File: config.mk
export PLATFORM = sky130hd
export DESIGN_NAME = apb_master_bridge
export DESIGN_NICKNAME = d
export VERILOG_FILES = /design/src/rtl/apb_master_pkg.sv /design/src/rtl/apb_wait_timer.sv /design/src/rtl/apb_master_bridge.sv
export SDC_FILE = /design/constraint.sdc
export NUM_CORES = 1
export LEC_CHECK = 0
export CORE_ASPECT_RATIO = 0.9
export CORE_MARGIN = 1
export CORE_UTILIZATION = 36
export CTS_CLUSTER_SIZE = 8
export DETAILED_ROUTE_END_ITERATION = 10
export DONT_BUFFER_PORTS = 1
export PLACE_DENSITY = 0.59
export SYNTH_ARGS = -nofsm -noshare
export SYNTH_HDL_FRONTEND = slang
export SYNTH_SLANG_ARGS = --single-unit
File: constraint.sdc
create_clock -name pclk_i -period 4.3 [get_ports pclk_i]
set_clock_uncertainty 0.15 [all_clocks]
set_input_delay 0.86 -clock pclk_i [delete_from_list [all_inputs] [get_ports pclk_i]]
set_output_delay 0.86 -clock pclk_i [all_outputs]
set_load 0.02 [all_outputs]
File: src/rtl/apb_master_pkg.sv
// apb_master_pkg: shared FSM state type and I2C register map for the APB master bridge
// No ports; imported by apb_wait_timer and apb_master_bridge.
package apb_master_pkg;
   typedef enum logic [1:0] {IDLE, SETUP, ACCESS} state_e;
   localparam logic [31:0] ADDR_TX      = 32'd0;
   localparam logic [31:0] ADDR_RX      = 32'd4;
   localparam logic [31:0] ADDR_CONFIG  = 32'd8;
   localparam logic [31:0] ADDR_TIMEOUT = 32'd12;
endpackage

File: src/rtl/apb_wait_timer.sv
// apb_wait_timer: counts PREADY-low ACCESS cycles and flags the last one allowed
// Ports: clk_i/rst_i clock and sync reset; clr_i zeroes the count; en_i advances it;
// expire_o is high while the count equals WAIT_MAX-1 (never when WAIT_MAX is 0).
module apb_wait_timer import apb_master_pkg::*; #(
   parameter int WAIT_MAX = 16
) (
   input  logic clk_i,
   input  logic rst_i,
   input  logic clr_i,
   input  logic en_i,
   output logic expire_o
);
   localparam int CW = WAIT_MAX > 1 ? $clog2(WAIT_MAX) : 1;
   logic [CW-1:0] cnt_q, cnt_d;
   always_comb cnt_d = clr_i ? '0 : en_i ? cnt_q + 1'b1 : cnt_q;
   always_ff @(posedge clk_i) cnt_q <= rst_i ? '0 : cnt_d;
   assign expire_o = (WAIT_MAX != 0) && (cnt_q == CW'(WAIT_MAX - 1));
endmodule

File: src/rtl/apb_master_bridge.sv
// apb_master_bridge: valid/ready command port to APB3 requester with PREADY timeout
// Ports: pclk_i/preset_i clock and sync reset; cmd_* command handshake (write, addr, wdata);
// rsp_* registered one-cycle completion (rdata, err, timeout); pselx_o/penable_o/pwrite_o/
// paddr_o/pwdata_o registered APB request; prdata_i/pready_i/pslverr_i APB completer reply.
module apb_master_bridge import apb_master_pkg::*; #(
   parameter int ADDR_W   = 32,
   parameter int DATA_W   = 32,
   parameter int WAIT_MAX = 16
) (
   input  logic              pclk_i,
   input  logic              preset_i,
   input  logic              cmd_valid_i,
   output logic              cmd_ready_o,
   input  logic              cmd_write_i,
   input  logic [ADDR_W-1:0] cmd_addr_i,
   input  logic [DATA_W-1:0] cmd_wdata_i,
   output logic              rsp_valid_o,
   output logic [DATA_W-1:0] rsp_rdata_o,
   output logic              rsp_err_o,
   output logic              rsp_timeout_o,
   output logic              pselx_o,
   output logic              penable_o,
   output logic              pwrite_o,
   output logic [ADDR_W-1:0] paddr_o,
   output logic [DATA_W-1:0] pwdata_o,
   input  logic [DATA_W-1:0] prdata_i,
   input  logic              pready_i,
   input  logic              pslverr_i
);
   state_e state_q, state_d;
   logic psel_q, psel_d, pen_q, pen_d, pwrite_q, pwrite_d;
   logic [ADDR_W-1:0] paddr_q, paddr_d;
   logic [DATA_W-1:0] pwdata_q, pwdata_d, rdata_q, rdata_d;
   logic rvalid_q, rvalid_d, rerr_q, rerr_d, rto_q, rto_d;
   logic expire;
   apb_wait_timer #(.WAIT_MAX(WAIT_MAX)) u_timer (
      .clk_i    (pclk_i),
      .rst_i    (preset_i),
      .clr_i    (state_q != ACCESS),
      .en_i     (state_q == ACCESS && !pready_i),
      .expire_o (expire)
   );
   assign cmd_ready_o = (state_q == IDLE) && !preset_i;
   always_comb begin
      state_d  = state_q;
      psel_d   = 1'b0;
      pen_d    = 1'b0;
      pwrite_d = pwrite_q;
      paddr_d  = paddr_q;
      pwdata_d = pwdata_q;
      rvalid_d = 1'b0;
      rerr_d   = 1'b0;
      rto_d    = 1'b0;
      rdata_d  = rdata_q;
      case (state_q)
         IDLE: if (cmd_valid_i && cmd_ready_o) begin
            state_d  = SETUP;
            psel_d   = 1'b1;
            pwrite_d = cmd_write_i;
            paddr_d  = cmd_addr_i;
            pwdata_d = cmd_wdata_i;
         end
         SETUP: begin
            state_d = ACCESS;
            psel_d  = 1'b1;
            pen_d   = 1'b1;
         end
         ACCESS: if (pready_i) begin
            state_d  = IDLE;
            rvalid_d = 1'b1;
            rdata_d  = pwrite_q ? '0 : prdata_i;
            rerr_d   = pslverr_i;
         end else if (expire) begin
            state_d  = IDLE;
            rvalid_d = 1'b1;
            rerr_d   = 1'b1;
            rto_d    = 1'b1;
            rdata_d  = '0;
         end else begin
            psel_d = 1'b1;
            pen_d  = 1'b1;
         end
         default: state_d = IDLE;
      endcase
   end
   always_ff @(posedge pclk_i) begin
      if (preset_i) begin
         state_q  <= IDLE;
         psel_q   <= 1'b0;
         pen_q    <= 1'b0;
         pwrite_q <= 1'b0;
         paddr_q  <= '0;
         pwdata_q <= '0;
         rvalid_q <= 1'b0;
         rerr_q   <= 1'b0;
         rto_q    <= 1'b0;
         rdata_q  <= '0;
      end else begin
         state_q  <= state_d;
         psel_q   <= psel_d;
         pen_q    <= pen_d;
         pwrite_q <= pwrite_d;
         paddr_q  <= paddr_d;
         pwdata_q <= pwdata_d;
         rvalid_q <= rvalid_d;
         rerr_q   <= rerr_d;
         rto_q    <= rto_d;
         rdata_q  <= rdata_d;
      end
   end
   assign pselx_o       = psel_q;
   assign penable_o     = pen_q;
   assign pwrite_o      = pwrite_q;
   assign paddr_o       = paddr_q;
   assign pwdata_o      = pwdata_q;
   assign rsp_valid_o   = rvalid_q;
   assign rsp_rdata_o   = rdata_q;
   assign rsp_err_o     = rerr_q;
   assign rsp_timeout_o = rto_q;
endmodule

==> impl_results.md, run 1 <==
- Pin count of the biggest net entering global routing: 131
- CTS Buffer Depth: 2
- Reg clk slew, reported paths: 70 ps
- Setup-failing EPs final: 0
- Status: finished, final reports clean
- Tcrit/Tclk final: 57.8%
- Vias: 3,102
- Chip Width: 118 um
- Synth Cell Area: 4380 sq um
- Post-Synthesis Cells: 484
- Pleak: 0.00162 uW
- Setup slack at placement: 1950 ps
- Mean Syn Cell Area: 9.05 sq um
- Starting DRT DRC Count: 249
- Crit path kind: reg -> out
- Row Count: 37
- Final nets: 566
- Slew @ Worst Pin: 1240 ps
- Pwr dens: 564 nW/um^2
- CP required: 3290 ps
- Vias in the first global route: 2,804
- # port buffers: 0
- Drt pass-1 iters: 4
- CTS buffer count: 9
- Worst Path Max Fanout: 4
- DP Wirelength: 6.54 mm
- Warnings from Yosys: 0
- DIE AREA: 12,600 sq um
- Final hold vios: 0
- Seq/Total Area, Yosys: 49.4%
- Slew headroom: 17.0%
- ANT cells: 0
- Final core occ: 40.5%
- Max incr delay on CP: 430 ps
- Fill cells: 1,142
- VDD IR-drop max: 0.000364 V
- Drt total wl: 9.83 mm
- H-Tree Depth: 3
- Hold Crit Class: reg -> reg
- Grt ovf: 0
- Max_cap viols: 0
- First-pass GRT wire length: 15.2 mm
- Io pins: 205
- # DRC: 0
- Final min period: 2490 ps
- Area Overhead vs Synth: 7.34%
- Share of cells above drive strength 1: 10.8%
- Post-CTS sizing: 0
- DR vias/cell: 5.02
- Synth Register Bits: 108
- Slowest CP cell: nor2b_1
- Initial antenna violation count: 0
- Critical Path Sink Type: output port
- Ys async rst share: 0%
- Post-synth top flop: dfxtp_1
- Fmax: 402 MHz
- Setup WS post-layout: 1810 ps
- Setup TNS: 0 ps
- Startpoint types: flip-flop
- Die Ht: 107 um
- RSZ-0062 raised after global routing: no
- Placed cells: 602
- Sequence of cells on the critical path: inv_1 > ha_1 > nor2b_1
- Area contributors post-synth: dfxtp_1 (49%), nand2b_1 (15%), o21ai_2 (6.0%)
- Total global-route track usage: 15.2%
- Floorplan core area: 11,600 sq um
- Final Max Tran Viols: 0
- Worst-skew pair later-pin latency: 340 ps
- Syn Nets: 593
- Number of synthesized flops with an enable pin: 0
- Leading area contributor after synthesis: dfxtp_1
- Routed wire per std cell: 15.9 um
- Post-synth top area share: 49.4%
- GP Congestion: 0.731
- Clk sinks: 108
- Worst r2r path cells: 5
- CTS tree: yes
- Netlist cell types: 28
- Initial Util: 37.7%
- Postcts setup bufs: 0
- DRT antenna net count: 0
- Clock root buffer: clkbuf_16
- Final cell count without fillers: 618
- Worst hold path depth: 2
- Worst Path Arrival: 1480 ps
- Hold_buf cts: 0
## state kept, by name, summed over array words and instances, names as in the netlist
register	cells
state_q	2
rsp_rdata_o	32
penable_o	1
pwdata_o	32
pselx_o	1
rsp_err_o	1
paddr_o	32
pwrite_o	1
u_timer.cnt_q	4
rsp_timeout_o	1
rsp_valid_o	1
## metal layers
| layer | vias to the layer above | wire [um] | track usage, % |
|---|---|---|---|
| li1 | 1566 | - | - |
| met1 | 1412 | 4130 | 17.9 |
| met2 | 111 | 4830 | 25.0 |
| met3 | 13 | 670 | 6.28 |
| met4 | 0 | 194 | 5.31 |
| met5 | - | 0 | 0 |
## kinds of logic after synthesis
kind of cell / share of synthesized area [%]
buffers and inverters: 5.46
AND/OR/NAND/NOR: 27.5
flip-flops: 49.4
AO/OA/AOI/OAI: 14.4
adder cells (fa/ha/maj): 2.00
XOR/XNOR: 0.600
multiplexers: 0.686
## synth_stat cells, types with 2 or more instances
cell type  count
a21oi_1        2
buf_2          5
buf_4          9
buf_6          5
clkbuf_1      22
dfxtp_1      108
ha_1           7
inv_1          2
mux2i_1        3
nand2_1       67
nand2b_1     102
nand4_1       32
nand4b_1       2
nor2_1         6
nor2b_1        4
o21ai_0       46
o21ai_1       21
o21ai_2       30
xor2_1         2
## placed cells by master, fill, tap and decap left out, drive strengths merged, types with 4 or more instances in the layout
cell type | netlist | routed
clkbuf | 22 | 12
nand2b | 102 | 102
o21ai | 97 | 97
nor2b | 4 | 4
dfxtp | 108 | 108
nand2 | 67 | 67
ha | 7 | 7
nand4 | 32 | 32
nor2 | 6 | 6
## report_power, final
group,internal [uW],switching (uW)
Sequential,1150,276
Clock,526,358
Combinational,124,218
Total,1800,852
## critical path, delay by kind of cell (launching register included)
| kind | cells | cell delay (ps) |
|---|---|---|
| AND/OR/NAND/NOR | 1 | 430 |
| adder cells (fa/ha/maj) | 1 | 220 |
| flip-flops | 1 | 350 |
| buffers and inverters | 1 | 130 |
## through the flow
step           total power, uW  hold WS [ps]  cell area (sq um)
2_1_floorplan             1730           332               4380
3_3_place_gp              1780           352               4380
3_5_place_dp              1790           368               4380
4_1_cts                   2680           381               4700
5_1_grt                   2790           412               4700
6_report                  2650           383               4700
## final cells by class
| type | instances | area [sq um] | area share (%) |
|---|---|---|---|
| flip-flops and latches | 108 | 2160 | 46.0 |
| multi-input cells | 333 | 1980 | 42.2 |
| clock buffers | 12 | 246 | 5.24 |
| well taps | 156 | 195 | 4.15 |
| clock inverters | 4 | 72.6 | 1.54 |
| repair buffers | 3 | 35.0 | 0.745 |
| inverters | 2 | 7.51 | 0.160 |
## path summary, 6_finish.rpt
| path | slack, ps | endpoint | startpoint |
|---|---|---|---|
| max reg2reg | 2180 | rsp_rdata_o[0] | u_timer.cnt_q[0] |
| min reg2reg | 380 | state_q[1] | state_q[1] |
| max | 1810 | cmd_ready_o | state_q[1] |
| min | 380 | state_q[1] | state_q[1] |
Power figures use the tool's default switching activity.
==> inputs of run 2 (changes only) <==
--- a/config.mk
+++ b/config.mk
@@ -11,7 +11,7 @@
 export CTS_CLUSTER_SIZE = 8
 export DETAILED_ROUTE_END_ITERATION = 10
 export DONT_BUFFER_PORTS = 1
-export PLACE_DENSITY = 0.59
+export PLACE_DENSITY = 0.61
 export SYNTH_ARGS = -nofsm -noshare
 export SYNTH_HDL_FRONTEND = slang
 export SYNTH_SLANG_ARGS = --single-unit
==> constraint.sdc (replaced) <==
create_clock -name pclk_i -period 2.15 [get_ports pclk_i]
set_clock_uncertainty 0.15 [all_clocks]
set_input_delay 0.43 -clock pclk_i [delete_from_list [all_inputs] [get_ports pclk_i]]
set_output_delay 0.43 -clock pclk_i [all_outputs]
set_load 0.02 [all_outputs]
==> impl_results.md, run 2 (synthesized netlist as in run 1, its figures left out) <==
- RSZ-0062 raised after global routing: no
- Startpoint types: flip-flop
- DRT antenna net count: 0
- CTS Buffer Depth: 2
- Sequence of cells on the critical path: inv_1 > ha_1 > nor2b_1 > buf_4
- DIE AREA: 12,600 sq um
- Hold_buf cts: 1
- Slowest CP cell: dfxtp_1
- First-pass GRT wire length: 15.2 mm
- Max_cap viols: 0
- Pwr dens: 1100 nW/um^2
- Fmax: 514 MHz
- Slew headroom: 64.0%
- Final Max Tran Viols: 0
- Fin area: 4740 sq um
- Vias in the first global route: 2,934
- Postcts setup bufs: 0
- Hold Crit Class: in -> reg
- Worst R2R Setup Slack: 380 ps
- Final nets: 571
- Sw Ratio: 33.0%
- Final hold slack: 31.9 ps
- Clock share of power: 32.0%
- Clock root buffer: clkbuf_16
- Io pins: 205
- Status: finished, final reports clean
- Share of cells above drive strength 1: 12.0%
- Die Ht: 107 um
- Final hold vios: 0
- CP required: 1570 ps
- Grt ovf: 0
- Delay-heaviest family, CP: flip-flops
- ANT cells: 0
- CTS tree: yes
- CTS buffer count: 9
- WP depth: 4
- Initial antenna violation count: 0
- Final core occ: 40.8%
- Placed cell area: 4420 sq um
- VDD IR-drop max: 0.000451 V
- Part of the power in registers: 54.4%
- Combinational share of power: 13.6%
- Chip Width: 118 um
- Max incr delay on CP: 400 ps
- Worst Path Arrival: 1360 ps
- Setup TNS: 0 ps
- Critical Path Sink Type: output port
- Routed wire per std cell: 15.9 um
- DP Wirelength: 6.87 mm
- Initial Util: 37.7%
- Int Pwr: 3500 uW
- Bufs and invs on worst path: 2
- Critical R2R Capture: rsp_rdata_o[31]
- GP Congestion: 0.732
- Reg clk slew, reported paths: 70 ps
- R2r startpoint: u_timer.cnt_q[0]
- Starting DRT DRC Count: 270
- Total global-route track usage: 15.5%
- Row Count: 37
- Pin count of the biggest net entering global routing: 109
- Area Overhead vs Synth: 8.17%
- Setup-failing EPs final: 0
- Vias: 3,148
- H-Tree Depth: 3
- Commonest non-fill, non-tap cell in the layout: dfxtp_1
- Tcrit/Tclk final: 90.5%
- Drt pass-1 iters: 4
- Crit path capture: cmd_ready_o
- Psw: 1720 uW
- Final min period: 1940 ps
- Worst r2r path cells: 4
- Drt total wl: 9.94 mm
- Commonest cells after routing, fill and taps aside: dfxtp_1 (108), nand2b_1 (102), nand2_1 (67), o21ai_0 (46), nand4_1 (32)
- # DRC: 0
- Pwr Total: 5230 uW
- Post-CTS sizing: 0
- Worst-skew pair later-pin latency: 350 ps
- Worst Setup SP: state_q[0]
- Worst Path Max Fanout: 5
- Crit path kind: reg -> out
- Pleak: 0.00164 uW
- # port buffers: 0
- Floorplan core area: 11,600 sq um
- Clk sinks: 108
- DR vias/cell: 5.05
- Slew @ Worst Pin: 540 ps
-- run 2: changes by cell type in the layout (fill, tap and decap cells not counted) --
cell,before,now
clkinv_4,0,1
dlygate4sd3_1,0,1
bufinv_16,2,1
clkinvlp_4,1,2
buf_12,1,2
clkinv_2,1,2
clkbuf_1,2,0
buf_4,2,5
-- run 2: how the worst min path moves through the flow --
stage               depth (start not counted)  slack [ps]          end   startpoint
finish                                      2          30     pwrite_o  cmd_write_i
global route                                1          20    penable_o     preset_i
CTS                                         1           1    penable_o     preset_i
detailed placement                          1         380  rsp_valid_o     preset_i
global placement                            2         350   state_q[1]   state_q[1]
floorplan                                   2         330   state_q[1]   state_q[1]
-- run 2: final cells by class --
| class | count | area [sq um] |
|---|---|---|
| fill | 1165 | 6880 |
| sequential | 108 | 2160 |
| multi-input combinational | 333 | 1980 |
| clock buffer | 10 | 239 |
| tap | 156 | 195 |
| timing repair buffer | 8 | 87.6 |
| clock inverter | 6 | 63.8 |
| inverter | 2 | 7.51 |
-- run 2: power groups by stage --
stage / clock network (uW) / logic, uW / registers, uW
CTS: 1720 / 726 / 2850
finish: 1670 / 712 / 2840
global placement: 0 / 696 / 2890
floorplan: 0 / 638 / 2810
detailed placement: 0 / 723 / 2890
global route: 1800 / 821 / 2870
-- run 2: routing by layer --
metal  global-route usage, %  up-vias  part of all wire [%]
met5                       0        -                     0
met4                    7.60        0                   2.9
met3                    6.81       23                   7.6
met2                    24.9      104                    49
met1                    17.5     1444                    41
li1                        -     1577                     -
-- run 2: worst reg2reg max path: stages (launching register included) --
cell	delay, ps
dfxtp_1	370
ha_1	230
a31o_1	180
and2_4	500
o21ai_0	200
-- run 2: stage by stage --
step / setup WS, ps / cells
3_3_place_gp: 434 / 606
4_1_cts: 180 / 623
3_5_place_dp: 391 / 606
5_1_grt: 138 / 623
6_report: 205 / 623
2_1_floorplan: 493 / 484
==> inputs of run 3 (changes only) <==
--- a/config.mk
+++ b/config.mk
@@ -11,6 +11,7 @@
 export CTS_CLUSTER_SIZE = 8
 export DETAILED_ROUTE_END_ITERATION = 10
 export DONT_BUFFER_PORTS = 1
+export MAX_ROUTING_LAYER = met4
 export PLACE_DENSITY = 0.61
 export SYNTH_ARGS = -nofsm -noshare
 export SYNTH_HDL_FRONTEND = slang
==> impl_results.md, run 3 (synthesized netlist as in run 1, its figures left out) <==
- Startpoint types: flip-flop
- Postcts setup bufs: 0
- Hold Crit Class: in -> reg
- Psw: 1720 uW
- Critical Path Sink Type: output port
- GP Congestion: 0.741
- Clk sinks: 108
- Starting DRT DRC Count: 246
- Routed wire per std cell: 15.9 um
- Drt pass-1 iters: 4
- Clock root buffer: clkbuf_16
- Final hold vios: 0
- CTS tree: yes
- Initial antenna violation count: 0
- CP required: 1570 ps
- Row Count: 37
- Setup slack at placement: 391 ps
- Floorplan core area: 11,600 sq um
- Status: finished, final reports clean
- ANT cells: 0
- Fin area: 4740 sq um
- Total global-route track usage: 15.9%
- Combinational share of power: 13.6%
- Setup TNS: 0 ps
- # DRC: 0
- Clock share of power: 31.9%
- Grt ovf: 0
- Commonest cells after routing, fill and taps aside: dfxtp_1 (108), nand2b_1 (102), nand2_1 (67), o21ai_0 (46), nand4_1 (32)
- H-Tree Depth: 3
- Io pins: 205
- Setup WS post-layout: 210 ps
- Sw Ratio: 32.9%
- CTS buffer count: 9
- Worst hold path depth: 1
- Crit path kind: reg -> out
- Multi-input gate area: 1980 sq um
- Setup-failing EPs final: 0
- Part of the power in registers: 54.4%
- Final Max Tran Viols: 0
- Initial Util: 37.7%
- Worst-skew pair later-pin latency: 350 ps
- Final core occ: 40.8%
- Area Overhead vs Synth: 8.17%
- # port buffers: 0
- Slew headroom: 64.3%
- Slew @ Worst Pin: 535 ps
- Placed cells: 606
- Slowest CP cell: dfxtp_1
- First-pass GRT wire length: 15.2 mm
- Pleak: 0.00164 uW
- Pwr dens: 1100 nW/um^2
- CTS Buffer Depth: 2
- VDD IR-drop max: 0.000451 V
- Reg clk slew, reported paths: 70 ps
- Drt total wl: 9.93 mm
- Die Ht: 107 um
- Commonest non-fill, non-tap cell in the layout: dfxtp_1
- Vias in the first global route: 2,931
- Final min period: 1940 ps
- DIE AREA: 12,600 sq um
- DR vias/cell: 5.09
- Fill cells: 1,165
- DP Wirelength: 6.87 mm
- Worst Path Arrival: 1360 ps
- Final nets: 571
- Pin count of the biggest net entering global routing: 109
- Int Pwr: 3500 uW
- Tcrit/Tclk final: 90.2%
- Max_cap viols: 0
- Worst r2r path cells: 4
- Worst Path Max Fanout: 5
- Fmax: 516 MHz
- Storage element area: 2160 sq um
- Vias: 3,174
- Chip Width: 118 um
- Share of cells above drive strength 1: 12.0%
- Final cell count without fillers: 623
- Placed cell area: 4420 sq um
- DRT antenna net count: 0
- RSZ-0062 raised after global routing: no
- Sequence of cells on the critical path: inv_1 > ha_1 > nor2b_1 > buf_4
- Max incr delay on CP: 400 ps
[run 3: cell counts in the layout (fill, tap and decap cells not counted)]
Identical to the previous run, type by type.
[run 3: layout make-up]
| cell class | instances | share of cell area, % |
|---|---|---|
| sequential | 108 | 45.6 |
| clock buffer | 10 | 5.04 |
| inverter | 2 | 0.158 |
| clock inverter | 6 | 1.35 |
| tap | 156 | 4.12 |
| multi-input combinational | 333 | 41.8 |
| timing repair buffer | 8 | 1.85 |
[run 3: what timing repair did]
action / in CTS / in global routing
resized for setup: 0 / 0
hold buffers: 1 / 0
hold endpoints to repair: 2 / 0
[run 3: worst max-delay path: cells and delay by family, from the launching register on]
kind | cells | cell delay (ps)
flip-flops | 1 | 400
buffers and inverters | 2 | 260
adder cells (fa/ha/maj) | 1 | 220
AND/OR/NAND/NOR | 1 | 130
[run 3: worst paths after layout]
check | from | to | slack (ps)
setup / recovery | state_q[0] | cmd_ready_o | 210
hold / removal | preset_i | penable_o | 30
setup reg to reg | u_timer.cnt_q[0] | rsp_rdata_o[31] | 410
hold reg to reg | state_q[1] | state_q[1] | 400
[run 3: metrics by stage]
step                      hold slack [ps]  total power, uW
after floorplan                       332             3450
after global placement                349             3580
after detailed placement              375             3620
after CTS                            1.27             5300
after global routing                 11.1             5500
final                                34.1             5220
[run 3: per-layer routing]
layer / track usage [%] / up-vias / wire length (um)
met5: - / - / 0
met4: 7.60 / 0 / 299
met3: 6.49 / 24 / 684
met2: 24.9 / 107 / 4870
met1: 17.8 / 1464 / 4090
li1: - / 1579 / -
[run 3: power groups by stage]
| stage | logic, uW | registers [uW] | clock network [uW] |
|---|---|---|---|
| after CTS | 726 | 2850 | 1720 |
| after global routing | 821 | 2870 | 1800 |
| after detailed placement | 723 | 2890 | 0 |
| final | 712 | 2840 | 1670 |
| after global placement | 696 | 2890 | 0 |
| after floorplan | 638 | 2810 | 0 |
